===== config.mk =====
export PLATFORM = sky130hd
export DESIGN_NAME = decod_scan_nbl_flat
export DESIGN_NICKNAME = d
export VERILOG_FILES = /design/src/rtl/decod_scan_nbl_pkg.sv /design/src/rtl/decod_scan_nbl_if.sv /design/src/rtl/decod_scan_nbl_onehot.sv /design/src/rtl/decod_scan_nbl.sv /design/src/flat_wrapper.sv
export SDC_FILE = /design/constraint.sdc
export NUM_CORES = 1
export LEC_CHECK = 0
export BUFFER_PORTS_ARGS = -buffer_cell sky130_fd_sc_hd__buf_4
export CORE_AREA = 2 2 39 41
export CTS_BUF_LIST = sky130_fd_sc_hd__clkbuf_4 sky130_fd_sc_hd__clkbuf_8
export DETAILED_ROUTE_END_ITERATION = 6
export DIE_AREA = 0 0 41 43
export PLACE_DENSITY = 0.58
export SYNTH_ARGS = -nofsm -noshare
export SYNTH_HDL_FRONTEND = slang
export SYNTH_SLANG_ARGS = --single-unit

===== constraint.sdc =====
create_clock -name clk -period 2.1 [get_ports clk]
set_input_delay 0.105 -clock clk [delete_from_list [all_inputs] [get_ports clk]]
set_output_delay 0.105 -clock clk [all_outputs]
set_load 0.05 [all_outputs]

===== src/rtl/decod_scan_nbl_pkg.sv =====
// rtl/decod_scan_nbl_pkg.sv - shared constants and helpers for the scanning one-hot decoder
package decod_pkg;

    localparam int MAX_SEL_W = 6;
    localparam int MAX_OUT_W = 1 << MAX_SEL_W;

    localparam logic MODE_DIRECT = 1'b0;
    localparam logic MODE_SCAN   = 1'b1;

    // Full-width one-hot; callers truncate to their own 1<<SEL_W lines.
    function automatic logic [MAX_OUT_W-1:0] onehot(input logic [MAX_SEL_W-1:0] sel);
        return MAX_OUT_W'(1) << sel;
    endfunction

    // Dwell counter must hold DWELL-1 and never collapse to zero bits.
    function automatic int dcnt_width(input int dwell);
        return (dwell > 1) ? $clog2(dwell) : 1;
    endfunction

endpackage


===== src/rtl/decod_scan_nbl_if.sv =====
// rtl/decod_scan_nbl_if.sv - control and output bundle of the scanning decoder
interface decod_scan_nbl_if #(
    parameter int SEL_W = 2
);
    localparam int OUT_W = 1 << SEL_W;

    logic             EN;
    logic             MODE;
    logic [SEL_W-1:0] A;
    logic             A_VLD;
    logic [OUT_W-1:0] Y;
    logic [SEL_W-1:0] IDX;
    logic             WRAP;

    modport master (
        output EN, MODE, A, A_VLD,
        input  Y, IDX, WRAP
    );

    modport slave (
        input  EN, MODE, A, A_VLD,
        output Y, IDX, WRAP
    );

endinterface


===== src/rtl/decod_scan_nbl_onehot.sv =====
// rtl/decod_scan_nbl_onehot.sv - combinational SEL_W to 2^SEL_W decoder with enable
module decod_onehot_nbl
    import decod_pkg::*;
#(
    parameter int SEL_W = 2,
    parameter int OUT_W = 1 << SEL_W
) (
    input  logic [SEL_W-1:0] sel,
    input  logic             en,
    output logic [OUT_W-1:0] y
);

    always_comb begin
        y = '0;
        if (en) begin
            y = OUT_W'(onehot(MAX_SEL_W'(sel)));
        end
    end

endmodule


===== src/rtl/decod_scan_nbl.sv =====
// rtl/decod_scan_nbl.sv - registered one-hot decoder with direct-load and auto-scan modes
module decod_scan_nbl #(
    parameter int SEL_W = 2,
    parameter int DWELL = 4
) (
    input  logic           clk,
    input  logic           rst,
    decod_scan_nbl_if.slave bus
);
    import decod_pkg::*;

    localparam int             DW    = dcnt_width(DWELL);
    localparam logic [DW-1:0]  DLAST = DW'(DWELL - 1);

    logic [SEL_W-1:0] idx;
    logic [DW-1:0]    dcnt;
    logic             en_r;
    logic             mode_r;
    logic             wrap_r;

    always_ff @(posedge clk) begin
        if (rst) begin
            idx    <= '0;
            dcnt   <= '0;
            en_r   <= 1'b0;
            mode_r <= MODE_DIRECT;
            wrap_r <= 1'b0;
        end else if (!bus.EN) begin
            // Frozen: dwell progress is kept so scanning resumes in place.
            en_r   <= 1'b0;
            wrap_r <= 1'b0;
        end else begin
            en_r   <= 1'b1;
            mode_r <= bus.MODE;
            wrap_r <= 1'b0;
            if (bus.A_VLD) begin
                idx  <= bus.A;
                dcnt <= '0;
            end else if (bus.MODE != mode_r || bus.MODE == MODE_DIRECT) begin
                // A mode change restarts the dwell so the first step is a full DWELL away.
                dcnt <= '0;
            end else if (dcnt == DLAST) begin
                dcnt   <= '0;
                idx    <= idx + 1'b1;
                wrap_r <= (idx == '1);
            end else begin
                dcnt <= dcnt + 1'b1;
            end
        end
    end

    decod_onehot_nbl #(
        .SEL_W (SEL_W)
    ) u_onehot (
        .sel (idx),
        .en  (en_r),
        .y   (bus.Y)
    );

    assign bus.IDX  = idx;
    assign bus.WRAP = wrap_r;

endmodule


===== src/flat_wrapper.sv =====
// flat-port wrapper written by rule: the top's interface ports become plain ports
module decod_scan_nbl_flat import decod_pkg::*;
#(
    parameter int SEL_W = 2,
    parameter int DWELL = 4
)
  (clk, rst, bus_EN, bus_MODE, bus_A, bus_A_VLD, bus_Y, bus_IDX, bus_WRAP);
  decod_scan_nbl_if #(.SEL_W(SEL_W)) bus_i ();
  input  logic clk;
  input  logic rst;
  input wire logic [$bits(bus_i.EN)-1:0] bus_EN;
  input wire logic [$bits(bus_i.MODE)-1:0] bus_MODE;
  input wire logic [$bits(bus_i.A)-1:0] bus_A;
  input wire logic [$bits(bus_i.A_VLD)-1:0] bus_A_VLD;
  output wire logic [$bits(bus_i.Y)-1:0] bus_Y;
  output wire logic [$bits(bus_i.IDX)-1:0] bus_IDX;
  output wire logic [$bits(bus_i.WRAP)-1:0] bus_WRAP;
  assign bus_i.EN = bus_EN;
  assign bus_i.MODE = bus_MODE;
  assign bus_i.A = bus_A;
  assign bus_i.A_VLD = bus_A_VLD;
  assign bus_Y = bus_i.Y;
  assign bus_IDX = bus_i.IDX;
  assign bus_WRAP = bus_i.WRAP;
  decod_scan_nbl #(.SEL_W(SEL_W), .DWELL(DWELL)) u_core (.clk(clk), .rst(rst), .bus(bus_i));
endmodule

# Word level (Yosys, flattened, before mapping)
# Cells that the tools add are included.
op_classes:
  n_eq_ne: 4
  n_reduce_logical: 4
  addsub: 2
  n_shift: 1
  n_mux: 8
  bitwise: 3
ops:
  columns: ["operator", "n"]
  rows:
  - ["2-bit 2-to-1 mux", 6]
  - ["5-bit OR reduction", 1]
  - ["2-bit by 1-bit adder with 2-bit output, second input constant", 2]
  - ["2-bit == test, second input constant", 2]
  - ["4-bit 2-to-1 mux", 1]
  - ["1-bit by 2-bit << shifter with 4-bit output, first input constant", 1]
  - ["1-bit inverter", 3]
  - ["3-bit AND reduction", 1]
  - ["2-bit inequality test, second input constant", 1]
  - ["2-bit nonzero test", 1]
  - ["1-bit logical OR", 1]
  - ["1-bit 2-to-1 mux", 1]
  - ["1-bit inequality test", 1]
word_totals:
  in_bits: 7
  reg_bits: 7
  word_cells: 27
  output_inout_bits: 7

# Logic depth before layout (Yosys ltp)
# Gate-level depths: netlist of the first run.
logic_depth:
  depth_word: 4
  depth_mapped: 5
  depth_no_buf: 5

# By module
# From an unflattened synthesis of the first run, not the netlist that was laid out.
hier_totals:
  cells_unflattened: 38
  hier_area_um2: 370.4
modules_own_cells:
  columns: ["module", "area_per_inst_um2", "instances", "cells_per_inst"]
  rows:
  - ["decod_scan_nbl", 332.8, 1, 34]
  - ["decod_onehot_nbl", 37.5, 1, 4]

# Worst setup path before layout of the first run
# No wires, ideal clock.
synth_timing:
  path_type: "reg-to-reg"
  startpoint: "reg u_core.idx[0], in the netlist u_core.bus.IDX[0]"
  endpoint: "reg u_core.idx[1], in the netlist u_core.bus.IDX[1]"
  path_stages_with_launch: 6
  arrival_ps: 1447
  path_slack_ps: 530
  setup_time_ps: 123
  path_cell_list: "dfxtp_1 > inv_1 > ha_1 > nand2b_1 > mux2i_1 > a211oi_1"
synth_between:
  elab_chain_cells: 4
synth_rtl:
  columns: ["item", "line", "source"]
  rows:
  - ["from (decl)", "decod_scan_nbl.sv:15", "logic [SEL_W-1:0] idx;"]
  - ["from (signal assigned)", "decod_scan_nbl.sv:37", "idx <= bus.A;"]
  - ["from (signal assigned)", "decod_scan_nbl.sv:44", "idx <= idx + 1'b1;"]
  - ["2-bit by 1-bit adder with 2-bit output", "decod_scan_nbl.sv:44", null]
  - ["2-bit 2-to-1 mux", "decod_scan_nbl.sv:42", "end else if (dcnt == DLAST) begin"]
  - ["2-bit 2-to-1 mux", "decod_scan_nbl.sv:39", "end else if (bus.MODE != mode_r || bus.MODE == MODE_DIRECT) begin"]
  - ["2-bit 2-to-1 mux", "decod_scan_nbl.sv:36", "if (bus.A_VLD) begin"]
# Every way passes these cells. The select of a mux whose other input is x is not followed.
# A chain may end at the register's enable or synchronous reset.

# Worst setup path after layout of the first run
layout_timing:
  startpoint: "reg u_core.idx[0], in the netlist u_core.bus.IDX[0]"
  endpoint: "out bus_Y[0]"
layout_between:
  elab_chain_cells: 2
layout_rtl:
  columns: ["item", "line", "source"]
  rows:
  - ["1-bit by 2-bit << shifter with 4-bit output", "decod_scan_nbl_pkg.sv:12", "return MAX_OUT_W'(1) << sel;"]
  - ["4-bit 2-to-1 mux", "decod_scan_nbl_onehot.sv:15", "if (en) begin"]
  - ["to (decl)", "flat_wrapper.sv:15", "output wire logic [$bits(bus_i.Y)-1:0] bus_Y;"]
# Every way passes these cells.

==> results of run 1 <==
through the flow:
stage / util, % / cell area (um2) / setup WS [ns]
after floorplan: - / 403 / 0.530
after global placement: 36.8 / 509 / 0.812
final: 39.0 / 539 / 0.693
after detailed placement: 36.8 / 509 / 0.785
after CTS: 39.0 / 539 / 0.680
after global routing: 39.0 / 539 / 0.591
worst max-delay path, delay by kind of cell (launching register included):
family / cells / cell delay [ns]
flops: 1 / 0.42
buf+inv: 2 / 0.29
fa+ha+maj: 1 / 0.20
simple gates: 1 / 0.15
flip-flops by register name, summed over array words and instances, names as in the netlist:
register and cells:
u_core.en_r 1, u_core.mode_r 1, u_core.dcnt 2, u_core.bus.WRAP 1, u_core.bus.IDX 2
layout by cell type, fill, tap and decap left out, drive strengths merged:
cell and n:
buf 13, dfxtp 7, ha 5, nand3 5, and2 4, clkbuf 4, inv 3, nand2b 3
nor2 2, a21oi 2, mux2i 2, and3b 1, nor2b 1, and4 1, nand2 1, o22ai 1
a211oi 1, or4b 1, o21a 1, a31oi 1
area by class of cell:
type                            instances  share of cell area, %
Multi-Input combinational cell         32                   44.5
Clock buffer                            4                   5.57
Sequential cell                         7                   26.0
Tap cell                               16                   3.71
Timing Repair Buffer                   13                   18.1
Inverter                                3                   2.09
logic make-up after synthesis:
group	count (synthesis)	synth area share [%]
simple gates	19	29.8
flops	7	34.8
compound gates	6	9.32
fa+ha+maj	5	15.5
buf+inv	4	5.59
mux	2	4.97
path summary, 6_finish.rpt:
| path | endpoint | startpoint | cells past startpoint | slack [ns] |
|---|---|---|---|---|
| setup / recovery | bus_Y[0] | u_core.bus.IDX[0] | 4 | 0.69 |
| hold / removal | u_core.bus.IDX[0] | rst | 2 | 0.06 |
| setup reg to reg | u_core.bus.IDX[0] | u_core.dcnt[0] | 4 | 0.78 |
| hold reg to reg | u_core.dcnt[1] | u_core.dcnt[1] | 2 | 0.48 |
power by group through the flow:
stage | logic, mW | registers [mW] | clock network, mW
2_1_floorplan | 0.0276 | 0.153 | 0
3_3_place_gp | 0.0557 | 0.146 | 0
3_5_place_dp | 0.0560 | 0.146 | 0
4_1_cts | 0.0562 | 0.143 | 0.140
5_1_grt | 0.0617 | 0.144 | 0.150
6_report | 0.0553 | 0.143 | 0.133
routing by layer:
metal  vias to the layer above  share of wire [%]  global-route usage, %
met5                         -                  0                      0
met4                         0                  0                   2.00
met3                         0                9.0                   7.85
met2                        14                 49                   17.5
met1                       154                 42                   11.0
li1                        179                  -                      -
==> results.md, run 1 <==
* Multi-input logic area at 240 um2
* Int Pwr at 0.246 mW
* Fin crit period at 1.41 ns
* Post-synthesis instance total at 43
* WP data required at 2.00 ns
* Antenna diode count at 0
* First-pass detailed-route iteration total at 4
* Clock root cell: clkbuf_4
* Routed wire per std cell at 9.63 um
* Tcrit/Tclk final at 67.0%
* Ranking of synthesized cells by area: dfxtp_1 35%, ha_1 16%, and2_1 6.2%
* Hold WC Path Type: input port to flop
* GRT Total Usage at 10.9%
* Slowest cell on crit path: dfxtp_1
* Combinational power share at 16.7%
* Status: finished, final reports clean
* Most common flop cell mapped by yosys: dfxtp_1
* Register area at 140 um2
* Depth of the CTS H-tree at 1
* Synth cell count leaders: 7 x dfxtp_1, 5 x ha_1, 4 x and2_1, 4 x nand3_1
* Setup CP Type: flop to primary output
* Leak at 0.254 nW
* Placed cell count at 71
* Fin cells at 75
* Pin count of the biggest net entering global routing at 13
* Die footprint at 1760 um2
* Core Footprint at 1380 um2
* Async SR Flop Fraction at 0%
* Routed vias/inst at 4.63
* Count leader, synth: dfxtp_1
* Die Y at 43 um
* Skew final at 0.00281 ns
* CTS tree: yes
* Post-synth top area share at 34.8%
* Routability cong. at 0.725
* Initial antenna violation count at 0
* Post_cts resized at 0
* PwrDens at 615 nW/um2
* Total power at 0.332 mW
* Worst path cell trace: inv_1, ha_1, and2_1, buf_4
* CP peak stage delay at 0.42 ns
* Final WL at 722 um
* Area leader, netlist: dfxtp_1
* Psw at 0.0852 mW
* Post-Synthesis Cell Area at 403 um2
* Share of post-route cells with drive strength above 1 at 32.2%
* Final ANT Viol Nets at 0
* Reg clk slew, reported paths at 0.05 ns
* Nets at 72
* DIE WIDTH at 41 um
* Sequential area share after synthesis at 34.8%
* CP startpoint kind: flop
* # fillers at 142
* Number of synthesized register bits at 7
* Hold Vio Cnt, Final at 0
* Hold slack at 0.0565 ns
* Max-cap viol count at 0
* Num rows at 14
* Setup TNS at 0 ns
* Post-synth EDFFs at 0
* Critical path arrival at 1.30 ns
* Post-CTS Setup Repair Bufs at 0
* Crit path max fanout at 6
* Yosys Warn Count at 0
* Final-report setup violation count at 0
* Vias in the first global route at 334
* Actual slew at the worst max-slew pin at 0.205 ns
* Initial DRC count at 4
* CP endpoint kind: primary output
* First-pass GRT wire length at 1280 um
* Relative slew slack at 86.3%
* Syn Nets at 55
* Flop pwr share at 43.1%
* Clock Power Share at 40.2%
* Skew-Pair Late Insertion Delay at 0.25 ns
* CTS Hold Buffers Added at 0
* Port Buffers at 13
* Gr ovfl total at 0
* Maximum vdd ir drop at 248 uV
* Max frequency at 711 MHz
* Post-synth cell types at 20
* Total CTS buffers at 3
* Clk buf depth at 2
* Top Ports at 14
* Max-slew violations at 0
* RSZ-0062 raised after global routing: no
* CTS Sinks at 7
* Avg Inst Size Synth at 9.37 um2
* DRC errors left at 0
* DR vias at 347
* Area delta synth->final at 33.9%
* Initial Util at 29.1%
* Switching power share of the total at 25.7%
No activity file was read; power rests on OpenSTA's default activity.
==> run 2: changes to the inputs <==
--- a/config.mk
+++ b/config.mk
@@ -5,12 +5,13 @@
 export SDC_FILE = /design/constraint.sdc
 export NUM_CORES = 1
 export LEC_CHECK = 0
+export ABC_AREA = 1
 export BUFFER_PORTS_ARGS = -buffer_cell sky130_fd_sc_hd__buf_4
 export CORE_AREA = 2 2 39 41
 export CTS_BUF_LIST = sky130_fd_sc_hd__clkbuf_4 sky130_fd_sc_hd__clkbuf_8
 export DETAILED_ROUTE_END_ITERATION = 6
 export DIE_AREA = 0 0 41 43
-export PLACE_DENSITY = 0.58
+export PLACE_DENSITY = 0.57
 export SYNTH_ARGS = -nofsm -noshare
 export SYNTH_HDL_FRONTEND = slang
 export SYNTH_SLANG_ARGS = --single-unit
==> constraint.sdc (replaced) <==
create_clock -name clk -period 1.4 [get_ports clk]
set_input_delay 0.07 -clock clk [delete_from_list [all_inputs] [get_ports clk]]
set_output_delay 0.07 -clock clk [all_outputs]
set_load 0.05 [all_outputs]
==> results.md, run 2 <==
* Status: finished, final reports clean
* Routed wire per std cell at 8.20 um (-15%)
* CTS tree: yes
* Relative slew slack at 87.9% (+1.6 points)
* Port Buffers at 13 (unchanged)
* Top Ports at 14 (unchanged)
* Avg Inst Size Synth at 6.80 um2 (-27%)
* Initial DRC count at 7 (+3)
* Pin count of the biggest net entering global routing at 7 (-6)
* Post-synth cell types at 12 (-40%)
* Total power at 0.512 mW (+54%)
* CTS Sinks at 7 (unchanged)
* Post-Synthesis Cell Area at 388 um2 (-3.7%)
* Number of synthesized register bits at 7 (unchanged)
* Routability cong. at 0.784 (+8.1%)
* Nets at 88 (+22%)
* Initial antenna violation count at 0 (unchanged)
* Fin crit period at 1.23 ns
* DR vias at 371 (+6.9%)
* Vias in the first global route at 287 (-14%)
* Setup CP Type: flop to primary output
* Die Y at 43 um (unchanged)
* DIE WIDTH at 41 um (unchanged)
* Tcrit/Tclk final at 87.8%
* Depth of the CTS H-tree at 1 (unchanged)
* Initial Util at 28.0% (-1.1 points)
* Ranking of synthesized cells by area: dfxtp_1 36%, ha_1 16%, nand2_1 15%
* Syn Nets at 69 (+25%)
* WP data required at 1.33 ns (-0.67 ns)
* Async SR Flop Fraction at 0% (unchanged)
* Leak at 0.328 nW (+29%)
* Hold Vio Cnt, Final at 0 (unchanged)
* CP startpoint kind: flop
* Count leader, synth: nand2_1
* Share of post-route cells with drive strength above 1 at 28.0% (-4.2 points)
* Placed cell count at 86 (+21%)
* Area delta synth->final at 41.3%
* Clock root cell: clkbuf_4
* Finished Cell Area at 548 um2 (+1.6%)
* Crit path max fanout at 5 (-1)
* Skew-Pair Late Insertion Delay at 0.25 ns (about the same)
* Post-synth top area share at 36.1% (+1.3 points)
* Max-cap viol count at 0 (unchanged)
* Core Footprint at 1380 um2 (unchanged)
* Clk buf depth at 2 (unchanged)
* Setup slack at placement at 0.313 ns (-0.472 ns)
* Critical path arrival at 1.16 ns (-0.14 ns)
* Post-synth EDFFs at 0 (unchanged)
* DRC errors left at 0 (unchanged)
* RSZ-0062 raised after global routing: no
* Routed vias/inst at 4.08 (-12%)
* Met1 Use GR at 12.0% (+0.94 points)
* Most common flop cell mapped by yosys: dfxtp_1
* First-pass detailed-route iteration total at 2 (-2)
* Layer with the highest usage: met2
* Post_cts resized at 0 (unchanged)
* Commonest non-fill, non-tap cell in the layout: nand2_1
* Final ANT Viol Nets at 0 (unchanged)
* Hold WC Path Type: input port to flop
* Total CTS buffers at 3 (unchanged)
* Post-synthesis instance total at 57 (+33%)
* Area leader, netlist: dfxtp_1
* Gr ovfl total at 0 (unchanged)
* Placed Area at 508 um2 (-0.25%)
* Skew final at 0.00112 ns (-0.00169 ns)
* Max frequency at 814 MHz
* Setup ws final at 0.171 ns (-0.522 ns)
* DP HPWL at 602 um
* PwrDens at 934 nW/um2 (+52%)
* First-pass GRT wire length at 1170 um (-8.1%)
* Yosys Warn Count at 0 (unchanged)
* Commonest cells after routing, fill and taps aside: 16 x nand2_1, 13 x buf_4, 10 x inv_1, 9 x nor2_1
* M3 GR Usage at 6.28% (-1.6 points)
* Fin cells at 91 (+21%)
* Reg clk slew, reported paths at 0.05 ns (about the same)
* Num rows at 14 (unchanged)
* Sequential area share after synthesis at 36.1% (+1.3 points)
* Actual slew at the worst max-slew pin at 0.182 ns (-0.0232 ns)
* Max-slew violations at 0 (unchanged)
* Die footprint at 1760 um2 (unchanged)
* Synth cell count leaders: 16 x nand2_1, 10 x inv_1, 9 x nor2_1
* Final WL at 746 um (+3.3%)
* Setup TNS at 0 ns (unchanged)
* CP endpoint kind: primary output
* Final-report setup violation count at 0 (unchanged)
* Antenna diode count at 0 (unchanged)
* Grt met2 use at 14.1% (-3.4 points)
* GRT Total Usage at 10.1% (-0.82 points)
* Maximum vdd ir drop at 736 uV (+200%)
-- run 2: timing repair --
action | 4_1_cts | 5_1_grt
hold buffers | 1 | 0
endpoints found under the hold margin | 1 | 0
setup endpoints to repair | 0 | 0
setup buffers | 0 | 0
-- run 2: worst paths after layout --
path | to | cells after the start | from | slack, ns
max reg2reg | u_core.bus.IDX[1] | 6 | u_core.bus.IDX[0] | 0.31
max | bus_Y[0] | 5 | u_core.bus.IDX[0] | 0.17
min reg2reg | u_core.dcnt[1] | 2 | u_core.dcnt[1] | 0.48
min | u_core.bus.WRAP | 2 | bus_A_VLD | 0.03
-- run 2: critical path, stage by stage, from the launching register on --
cell and delay, ns:
dfxtp_2 0.36, inv_1 0.08, ha_1 0.20, nand2_1 0.06, inv_1 0.03, buf_4 0.17
-- run 2: logic make-up (layout without fill, tap and decap cells) --
logic type / Yosys count / count (layout) / share of synthesized area (%)
AOI/OAI and AO/OA: 3 / 3 / 3.87
adders and majority gates: 5 / 5 / 16.1
buffers and inverters: 10 / 28 / 9.68
DFF: 7 / 7 / 36.1
and+or+nand+nor: 32 / 32 / 34.2
-- run 2: layer usage --
layer | up-vias | share of wire [%]
met1 | 148 | 45
met2 | 14 | 44
met4 | 0 | 0.67
li1 | 207 | -
met3 | 2 | 11
met5 | - | 0
-- run 2: cell type report --
cell class	instances	area (um2)
fillers	146	836
well taps	16	20.0
clock buffers	4	30.0
multi-input cells	40	210
flip-flops and latches	7	143
inverters	10	37.5
repair buffers	14	108
-- run 2: power by group --
part / internal [mW] / switching, mW / total, mW
Combinational: 0.0348 / 0.0572 / 0.0920
Sequential: 0.208 / 0.00647 / 0.214
Clock: 0.128 / 0.0773 / 0.206
-- run 2: stage by stage --
step | util [%] | hold slack (ns)
3_3_place_gp | 36.7 | 0.248
4_1_cts | 39.6 | 0.0245
2_1_floorplan | - | 0.139
5_1_grt | 39.6 | 0.0231
3_5_place_dp | 36.7 | 0.258
6_report | 39.6 | 0.0303
